<file path="src/rtl/ac_gain_probe.sv">
// ac_gain_probe
// Receive-side amplitude probe for an AC gain measurement. Paired input-node
// and output-node samples are tracked over NPER periods of the input
// channel. Each period boundary is a rising zero crossing of in_s. At the
// end of the window the block reports the peak-to-peak amplitude of both
// channels and the number of samples that were included.
//
// Ports
//   clk, rst      clock; asynchronous active-high reset
//   start         begin a measurement (only looked at in IDLE)
//   s_valid       sample pair valid this cycle
//   in_s, out_s   signed DW-bit samples (input node, output node)
//   busy          high while arming or measuring
//   done          one-cycle pulse when a measurement ends
//   err           timeout flag, valid with done, held until next start
//   in_pp, out_pp unsigned DW+1-bit peak-to-peak amplitudes
//   n_samp        samples included in the window (saturating)
module ac_gain_probe #(
  parameter int DW      = 12,
  parameter int NPER    = 4,
  parameter int CNT_W   = 20,
  parameter int MAX_GAP = 4096
) (
  input  logic             clk,
  input  logic             rst,
  input  logic             start,
  input  logic             s_valid,
  input  logic [DW-1:0]    in_s,
  input  logic [DW-1:0]    out_s,
  output logic             busy,
  output logic             done,
  output logic             err,
  output logic [DW:0]      in_pp,
  output logic [DW:0]      out_pp,
  output logic [CNT_W-1:0] n_samp
);

  localparam int GW = $clog2(MAX_GAP + 1);
  localparam logic [GW-1:0]    GAP_LAST = GW'(MAX_GAP - 1);
  localparam logic [GW-1:0]    GAP_ONE  = GW'(1);
  localparam logic [7:0]       PER_LAST = 8'(NPER - 1);
  localparam logic [7:0]       PER_ONE  = 8'd1;
  localparam logic [CNT_W-1:0] CNT_ONE  = CNT_W'(1);

  typedef enum logic [1:0] {S_IDLE, S_ARM, S_MEAS, S_DONE} state_t;

  state_t r_state, w_next;

  logic signed [DW-1:0] r_prev_in;
  logic signed [DW-1:0] r_in_min, r_in_max, r_out_min, r_out_max;
  logic [GW-1:0]        r_gap;
  logic [7:0]           r_per;
  logic [CNT_W-1:0]     r_cnt;
  logic                 r_err;
  logic [DW:0]          r_in_pp, r_out_pp;
  logic [CNT_W-1:0]     r_n_samp;

  logic signed [DW-1:0] w_in, w_out;
  logic signed [DW-1:0] w_in_lo, w_in_hi, w_out_lo, w_out_hi;
  logic                 w_active, w_cross, w_gap_hit, w_last;
  logic [DW:0]          w_in_pp, w_out_pp;
  logic [CNT_W-1:0]     w_cnt_inc;

  assign w_in  = $signed(in_s);
  assign w_out = $signed(out_s);

  assign w_active = (r_state == S_ARM) || (r_state == S_MEAS);

  // Rising crossing: previous accepted sample negative, this one >= 0.
  // Sign bits are enough for that test.
  assign w_cross   = s_valid && r_prev_in[DW-1] && !w_in[DW-1];
  assign w_gap_hit = w_active && s_valid && !w_cross && (r_gap == GAP_LAST);
  assign w_last    = (r_state == S_MEAS) && w_cross && (r_per == PER_LAST);

  assign w_in_lo  = (w_in  < r_in_min)  ? w_in  : r_in_min;
  assign w_in_hi  = (w_in  > r_in_max)  ? w_in  : r_in_max;
  assign w_out_lo = (w_out < r_out_min) ? w_out : r_out_min;
  assign w_out_hi = (w_out > r_out_max) ? w_out : r_out_max;

  // One extra bit after sign extension keeps max-min exact, e.g.
  // 2047 - (-2048) = 4095 for DW=12.
  assign w_in_pp  = {r_in_max[DW-1],  r_in_max}  - {r_in_min[DW-1],  r_in_min};
  assign w_out_pp = {r_out_max[DW-1], r_out_max} - {r_out_min[DW-1], r_out_min};

  assign w_cnt_inc = (r_cnt == '1) ? r_cnt : r_cnt + CNT_ONE;

  // State register
  always_ff @(posedge clk or posedge rst) begin
    if (rst) r_state <= S_IDLE;
    else     r_state <= w_next;
  end

  // Next-state logic
  always_comb begin
    w_next = r_state;
    case (r_state)
      S_IDLE: if (start) w_next = S_ARM;
      S_ARM: begin
        if (w_cross)        w_next = S_MEAS;
        else if (w_gap_hit) w_next = S_DONE;
      end
      S_MEAS: begin
        if (w_last)         w_next = S_DONE;
        else if (w_gap_hit) w_next = S_DONE;
      end
      S_DONE:  w_next = S_IDLE;
      default: w_next = S_IDLE;
    endcase
  end

  // Datapath. Results are written on the edge that enters DONE so they are
  // already stable during the done pulse.
  always_ff @(posedge clk or posedge rst) begin
    if (rst) begin
      r_prev_in <= '0;
      r_in_min  <= '0;
      r_in_max  <= '0;
      r_out_min <= '0;
      r_out_max <= '0;
      r_gap     <= '0;
      r_per     <= '0;
      r_cnt     <= '0;
      r_err     <= 1'b0;
      r_in_pp   <= '0;
      r_out_pp  <= '0;
      r_n_samp  <= '0;
    end else begin
      case (r_state)
        S_IDLE: begin
          if (start) begin
            r_err     <= 1'b0;
            r_gap     <= '0;
            r_per     <= '0;
            r_prev_in <= '0;  // first sample after arming can't be a crossing
          end
        end
        S_ARM: begin
          if (s_valid) begin
            r_prev_in <= w_in;
            if (w_cross) begin
              // Window opens on this crossing sample, which is included.
              r_in_min  <= w_in;
              r_in_max  <= w_in;
              r_out_min <= w_out;
              r_out_max <= w_out;
              r_cnt     <= CNT_ONE;
              r_per     <= '0;
              r_gap     <= '0;
            end else if (w_gap_hit) begin
              r_err    <= 1'b1;
              r_in_pp  <= '0;
              r_out_pp <= '0;
              r_n_samp <= '0;
            end else begin
              r_gap <= r_gap + GAP_ONE;
            end
          end
        end
        S_MEAS: begin
          if (s_valid) begin
            r_prev_in <= w_in;
            if (w_cross) begin
              r_per <= r_per + PER_ONE;
              if (w_last) begin
                // Closing crossing belongs to the next period: not included.
                r_in_pp  <= w_in_pp;
                r_out_pp <= w_out_pp;
                r_n_samp <= r_cnt;
              end else begin
                r_in_min  <= w_in_lo;
                r_in_max  <= w_in_hi;
                r_out_min <= w_out_lo;
                r_out_max <= w_out_hi;
                r_cnt     <= w_cnt_inc;
                r_gap     <= '0;
              end
            end else if (w_gap_hit) begin
              r_err    <= 1'b1;
              r_in_pp  <= '0;
              r_out_pp <= '0;
              r_n_samp <= '0;
            end else begin
              r_in_min  <= w_in_lo;
              r_in_max  <= w_in_hi;
              r_out_min <= w_out_lo;
              r_out_max <= w_out_hi;
              r_cnt     <= w_cnt_inc;
              r_gap     <= r_gap + GAP_ONE;
            end
          end
        end
        default: ;
      endcase
    end
  end

  assign busy   = w_active;
  assign done   = (r_state == S_DONE);
  assign err    = r_err;
  assign in_pp  = r_in_pp;
  assign out_pp = r_out_pp;
  assign n_samp = r_n_samp;

endmodule

</file>
<file path="config.mk">
export PLATFORM = sky130hd
export DESIGN_NAME = ac_gain_probe
export DESIGN_NICKNAME = d
export VERILOG_FILES = /design/src/rtl/ac_gain_probe.sv
export SDC_FILE = /design/constraint.sdc
export NUM_CORES = 1
export LEC_CHECK = 0
export CORE_ASPECT_RATIO = 1.2
export CORE_MARGIN = 2
export CORE_UTILIZATION = 35
export CTS_CLUSTER_SIZE = 24
export DETAILED_ROUTE_END_ITERATION = 6
export MAX_ROUTING_LAYER = met4
export RECOVER_POWER = 50
export SLEW_MARGIN = 5
export SYNTH_ARGS = -nofsm -noshare
export SYNTH_HDL_FRONTEND = slang
export SYNTH_SLANG_ARGS = --single-unit
</file>
<file path="constraint.sdc">
create_clock -name clk -period 6.15 [get_ports clk]
set_input_delay 1.23 -clock clk [delete_from_list [all_inputs] [get_ports clk]]
set_output_delay 1.23 -clock clk [all_outputs]
set_load 0.01 [all_outputs]
</file>
# After elaboration in Yosys (flattened, before gate mapping)

Cells that the tools add are included.

Logic and storage cells: 145
Register bits after elaboration: 150

$lt $le $gt $ge: 4
Reduce and logical (&&, ||, !) cells: 21
Muxes and demuxes: 84
$add $sub $neg: 5
Eq/ne operators: 18

Operators with widths:

| kind                                            | number |
|---|---|
| 2-to-1 mux 12 bit                               | 26 |
| 2-to-1 mux 20 bit                               | 13 |
| 2-to-1 mux 13 bit                               | 19 |
| case mux 12 bit (2 select lines)                | 5 |
| case mux 20 bit (2 select lines)                | 2 |
| case mux 13 bit (2 select lines)                | 2 |
| 2-to-1 mux 8 bit                                | 5 |
| case mux 13 bit (3 select lines)                | 1 |
| subtractor 12 x 12 -> 13 bit                    | 2 |
| > comparator 12 bit                             | 2 |
| < comparator 12 bit                             | 2 |
| case mux 8 bit (3 select lines)                 | 1 |
| adder 20 x 1 -> 20 bit, second input constant   | 1 |
| == test 20 bit, second input constant           | 1 |
| AND reduction 5 bit                             | 3 |
| inequality test 2 bit, second input constant    | 7 |
| adder 13 x 1 -> 13 bit, second input constant   | 1 |
| == test 13 x 12 -> 1 bit, second input constant | 1 |
| AND reduction 6 bit                             | 2 |
| inequality test 3 bit, second input constant    | 3 |
| adder 8 x 1 -> 8 bit, second input constant     | 1 |
| == test 8 x 2 -> 1 bit, second input constant   | 1 |
| 2-to-1 mux 2 bit                                | 4 |
| case mux 2 bit (4 select lines)                 | 1 |
| other kinds (13)                                | 26 |

# Depth between registers and ports, before layout

Depth after elaboration: 9
Depth in mapped cells: 11

# Worst setup path after synthesis

No wires, ideal clock.

Kind: input to register
From: in in_s[2]
To: reg r_in_max[1]
Data arrival time: 3.068 ns
Setup slack: 2.957 ns
Stages: 9
Setup time: 0.125 ns
Required time: 6.025 ns
Cell sequence: ha_1 -> o21ai_0 -> a21oi_1 -> o31ai_1 -> mux2_2 -> o211a_4 -> nor2_4 -> buf_12 -> mux2_4

Cells in the longest elaborated chain, start to end: 6

Ends and longest elaborated chain:

| item                                 | line     | text |
|---|---|---|
| from (decl)                          | 28       | `input logic [DW-1:0] in_s,` |
| > comparator 12 bit (*)              | 76       | `assign w_in_hi = (w_in > r_in_max) ? w_in : r_in_max;` |
| 2-to-1 mux 12 bit (*)                | 76       |  |
| 2-to-1 mux 12 bit (on tied branches) | 177, 164 |  |
| 2-to-1 mux 12 bit (*)                | 162      | `if (w_cross) begin` |
| 2-to-1 mux 12 bit (*)                | 160      | `if (s_valid) begin` |
| case mux 12 bit (2 select lines) (*) | 128      | `case (r_state)` |
| to (signal assigned)                 | 143      | `r_in_max <= w_in;` |
| to (signal assigned)                 | 171      | `r_in_max <= w_in_hi;` |
| to (signal assigned)                 | 184      | `r_in_max <= w_in_hi;` |
| to (decl)                            | 50       | `logic signed [DW-1:0] r_in_min, r_in_max, r_out_min, r_out_max;` |

Mark *: on every way between the ends. The rest lies on a longest branch, timed or not. The select of a mux whose other input is x is not followed.
A chain may end at the register's enable or synchronous reset.

==> metrics.md <==
| Metric | Value |
|---|---|
| Area after DPL | `0.00935 mm^2` |
| All-Layer GR Usage | `16.6%` |
| Placer Congestion | `0.837` |
| Clk slew on worst S/H paths | `0.06 ns` |
| Setup violators final | `0` |
| WS Path Type | `in -> async` |
| Clock skew | `0.00774 ns` |
| Avg WL per Cell | `15.0 um` |
| Syn Std Cell Area | `0.00828 mm^2` |
| Tcrit/Tclk final | `67.3%` |
| Worst endpoint data arrival time | `4.20 ns` |
| Overflow left after global routing | `0` |
| Num rows | `61` |
| Post-synthesis register bit count | `139` |
| Status | `finished, violations left` |
| Post-synth cell types | `69` |
| Min-Delay Path Depth | `2` |
| DP Wirelength | `13.9 mm` |
| Initial Util | `35.7%` |
| Clock Path Buffers | `2` |
| Multi-input logic area | `0.00446 mm^2` |
| Worst hold path endpoint | `n_samp[16]$_DFFE_PP0P_` |
| # H-tree levels | `4` |
| Fill cell count | `2322` |
| Setup TNS | `0 ns` |
| Hold_ws | `0.455 ns` |
| Post-synth top area share | `42.0%` |
| Postcts setup bufs | `0` |
| Hold_sp | `n_samp[16]$_DFFE_PP0P_` |
| Post-Syn Nets | `954` |
| Register-to-register setup slack | `3.25 ns` |
| DRT iter0 DRCs | `286` |
| Power, Total | `4.37 mW` |
| Final Slew Violations | `43` |
| Reg area | `0.00348 mm^2` |
| CTS tree | `built` |
| Vias per inst | `4.99` |
| Initial antenna violation count | `0` |
| Fin nets | `1029` |
| Cts repair resizes | `0` |
| Max Cap Viol | `1` |
| Hold Path Class | `reg -> reg` |
| Post-layout minimum cycle time | `4.14 ns` |
| Pin count of the biggest net entering global routing | `99` |
| Die height | `173 um` |
| Final WL | `18.7 mm` |
| Share of cells above drive strength 1 | `11.1%` |
| DRC | `0` |
| VDD IR max | `0.000168 V` |
| Reg-to-Reg End | `r_in_max[10]$_DFFE_PP0P_` |
| Worst-path maximum fanout | `98` |
| Hold Buf Count CTS | `0` |
| Finished Cell Area | `0.0100 mm^2` |
| Asr flop ratio synth | `100%` |
| Sequential-to-total area share from yosys stat | `42.0%` |
| Top-level I/O count | `77` |
| RSZ-0062 raised after global routing | `false` |
| First-pass GRT wire length | `32.1 mm` |
| Final Instance Count excl. Fillers | `1249` |
| CTS sink cnt | `139` |
| Vias | `6233` |
| Top_reg_cell synth | `dfrtp_1` |
| Syn Area/Cell | `9.79 um^2` |
| PortBufs | `76` |
| Max-Slew Margin vs Limit | `-50.8%` |
| Largest area contributor in the netlist | `dfrtp_1` |
| R2R depth | `8` |
| Static Leak | `4.83 nW` |
| Die W | `144 um` |
| Clk root buf | `clkbuf_16` |
| Commonest non-fill, non-tap cells in the layout | `dfrtp_1, nand2_1, ha_1, inv_1, o21ai_0` |
| Crit end category | `asynchronous set/reset pin` |
| Dpl cells | `1217` |
| Hold Vio Cnt, Final | `0` |
| Cell count after synthesis | `846` |
| YS warnings | `0` |
| Failing checks | `max-capacitance violations, max-slew violations` |
| Core Region | `0.0232 mm^2` |
| Vias in the first global route | `6314` |
| Worst slew pin tran | `2.26 ns` |
| Worst r2r src | `r_state[0]$_DFFE_PP0P_` |
| Syn-to-layout area delta | `20.8%` |
| Antenna viol nets, final | `0` |
| Die area | `0.0249 mm^2` |
| Number of diodes | `0` |
| Total CTS buffers | `17` |
| Synth top area cells | `dfrtp_1, ha_1, nand2_1` |
| Most common cell after layout, fill and taps aside | `dfrtp_1` |
| CP Launch Type | `input pin` |
| CP required | `6.21 ns` |
| Cell Pwr Density | `437 mW/mm^2` |
| Latest clock arrival within the worst-skew pair | `0.42 ns` |
| Max Freq | `241 MHz` |
| Post-synth EDFFs | `0` |
| Pre-antenna DRT Iters | `5` |
==> worst max-delay path by stage <==
stage	slack [ns]	start	endpoint
finish	2.01	rst	r_in_min[7]$_DFFE_PP0P_
global route	1.27	rst	r_in_min[6]$_DFFE_PP0P_
CTS	2.31	in_s[11]	r_in_min[9]$_DFFE_PP0P_
detailed placement	1.87	in_s[11]	r_in_min[9]$_DFFE_PP0P_
global placement	1.95	in_s[11]	r_in_min[11]$_DFFE_PP0P_
floorplan	1.20	rst	err$_DFFE_PP0P_
==> synth_stat cells (all sizes together), types with 11 or more instances <==
master  instances
mux2           46
o21ai          53
a21oi          33
ha             78
nand3          33
xor2           28
nor2b          11
nand2         126
nand2b         12
nand4          16
xnor2          12
dfrtp         139
nor3           16
nor2           48
a21o           13
buf            15
inv            57
==> where the power goes <==
group / switching, mW / internal (mW) / total (mW) / leakage, nW
sequential: 0.161 / 1.11 / 1.27 / 1.84
clock: 0.398 / 0.762 / 1.16 / 0.325
combinational: 1.06 / 0.876 / 1.94 / 2.66
==> worst max-delay path, cell delays in order <==
cell           delay [ns]
dlygate4sd3_1        0.60
inv_6                0.64
clkbuf_1             1.68
==> sequential cells by signal (all words and copies together) (netlist names) <==
| signal | flops |
|---|---|
| r_state | 2 |
| out_pp | 13 |
| n_samp | 20 |
| err | 1 |
| r_in_max | 12 |
| r_prev_in | 1 |
| in_pp | 13 |
| r_cnt | 20 |
| r_out_max | 12 |
| r_gap | 13 |
| r_out_min | 12 |
| r_per | 8 |
| r_in_min | 12 |
==> per-stage QoR <==
stage                     setup slack (ns)  utilization (%)
after floorplan                       1.20                -
after global placement                1.95             40.3
after detailed placement              1.87             40.3
after CTS                             2.31             43.2
after global routing                  1.27             43.1
final                                 2.01             43.1
==> cell type report <==
| cell class | count | share of cell area [%] |
|---|---|---|
| Clock inverter | 11 | 1.89 |
| Tap cell | 315 | 3.94 |
| Sequential cell | 139 | 34.8 |
| Clock buffer | 21 | 4.80 |
| Inverter | 57 | 2.19 |
| Timing Repair Buffer | 80 | 7.87 |
| Multi-Input combinational cell | 626 | 44.6 |
==> per-layer routing <==
layer	track usage (%)	up-vias	share of wire, %
li1	-	3125	-
met3	2.80	12	2.5
met5	-	-	0
met1	21.4	3006	46
met2	26.6	90	50
met4	5.42	0	1.1
==> cells by family (layout without fill, tap and decap cells) <==
kind of cell	Yosys count	in the layout	share of synthesized area, %
simple gates	307	307	18.5
flops	139	139	42.0
compound gates	149	149	11.5
buf+inv	81	169	4.36
mux	50	50	7.14
xor+xnor	40	40	4.23
fa+ha+maj	80	80	12.3
Power figures use the tool's default switching activity.
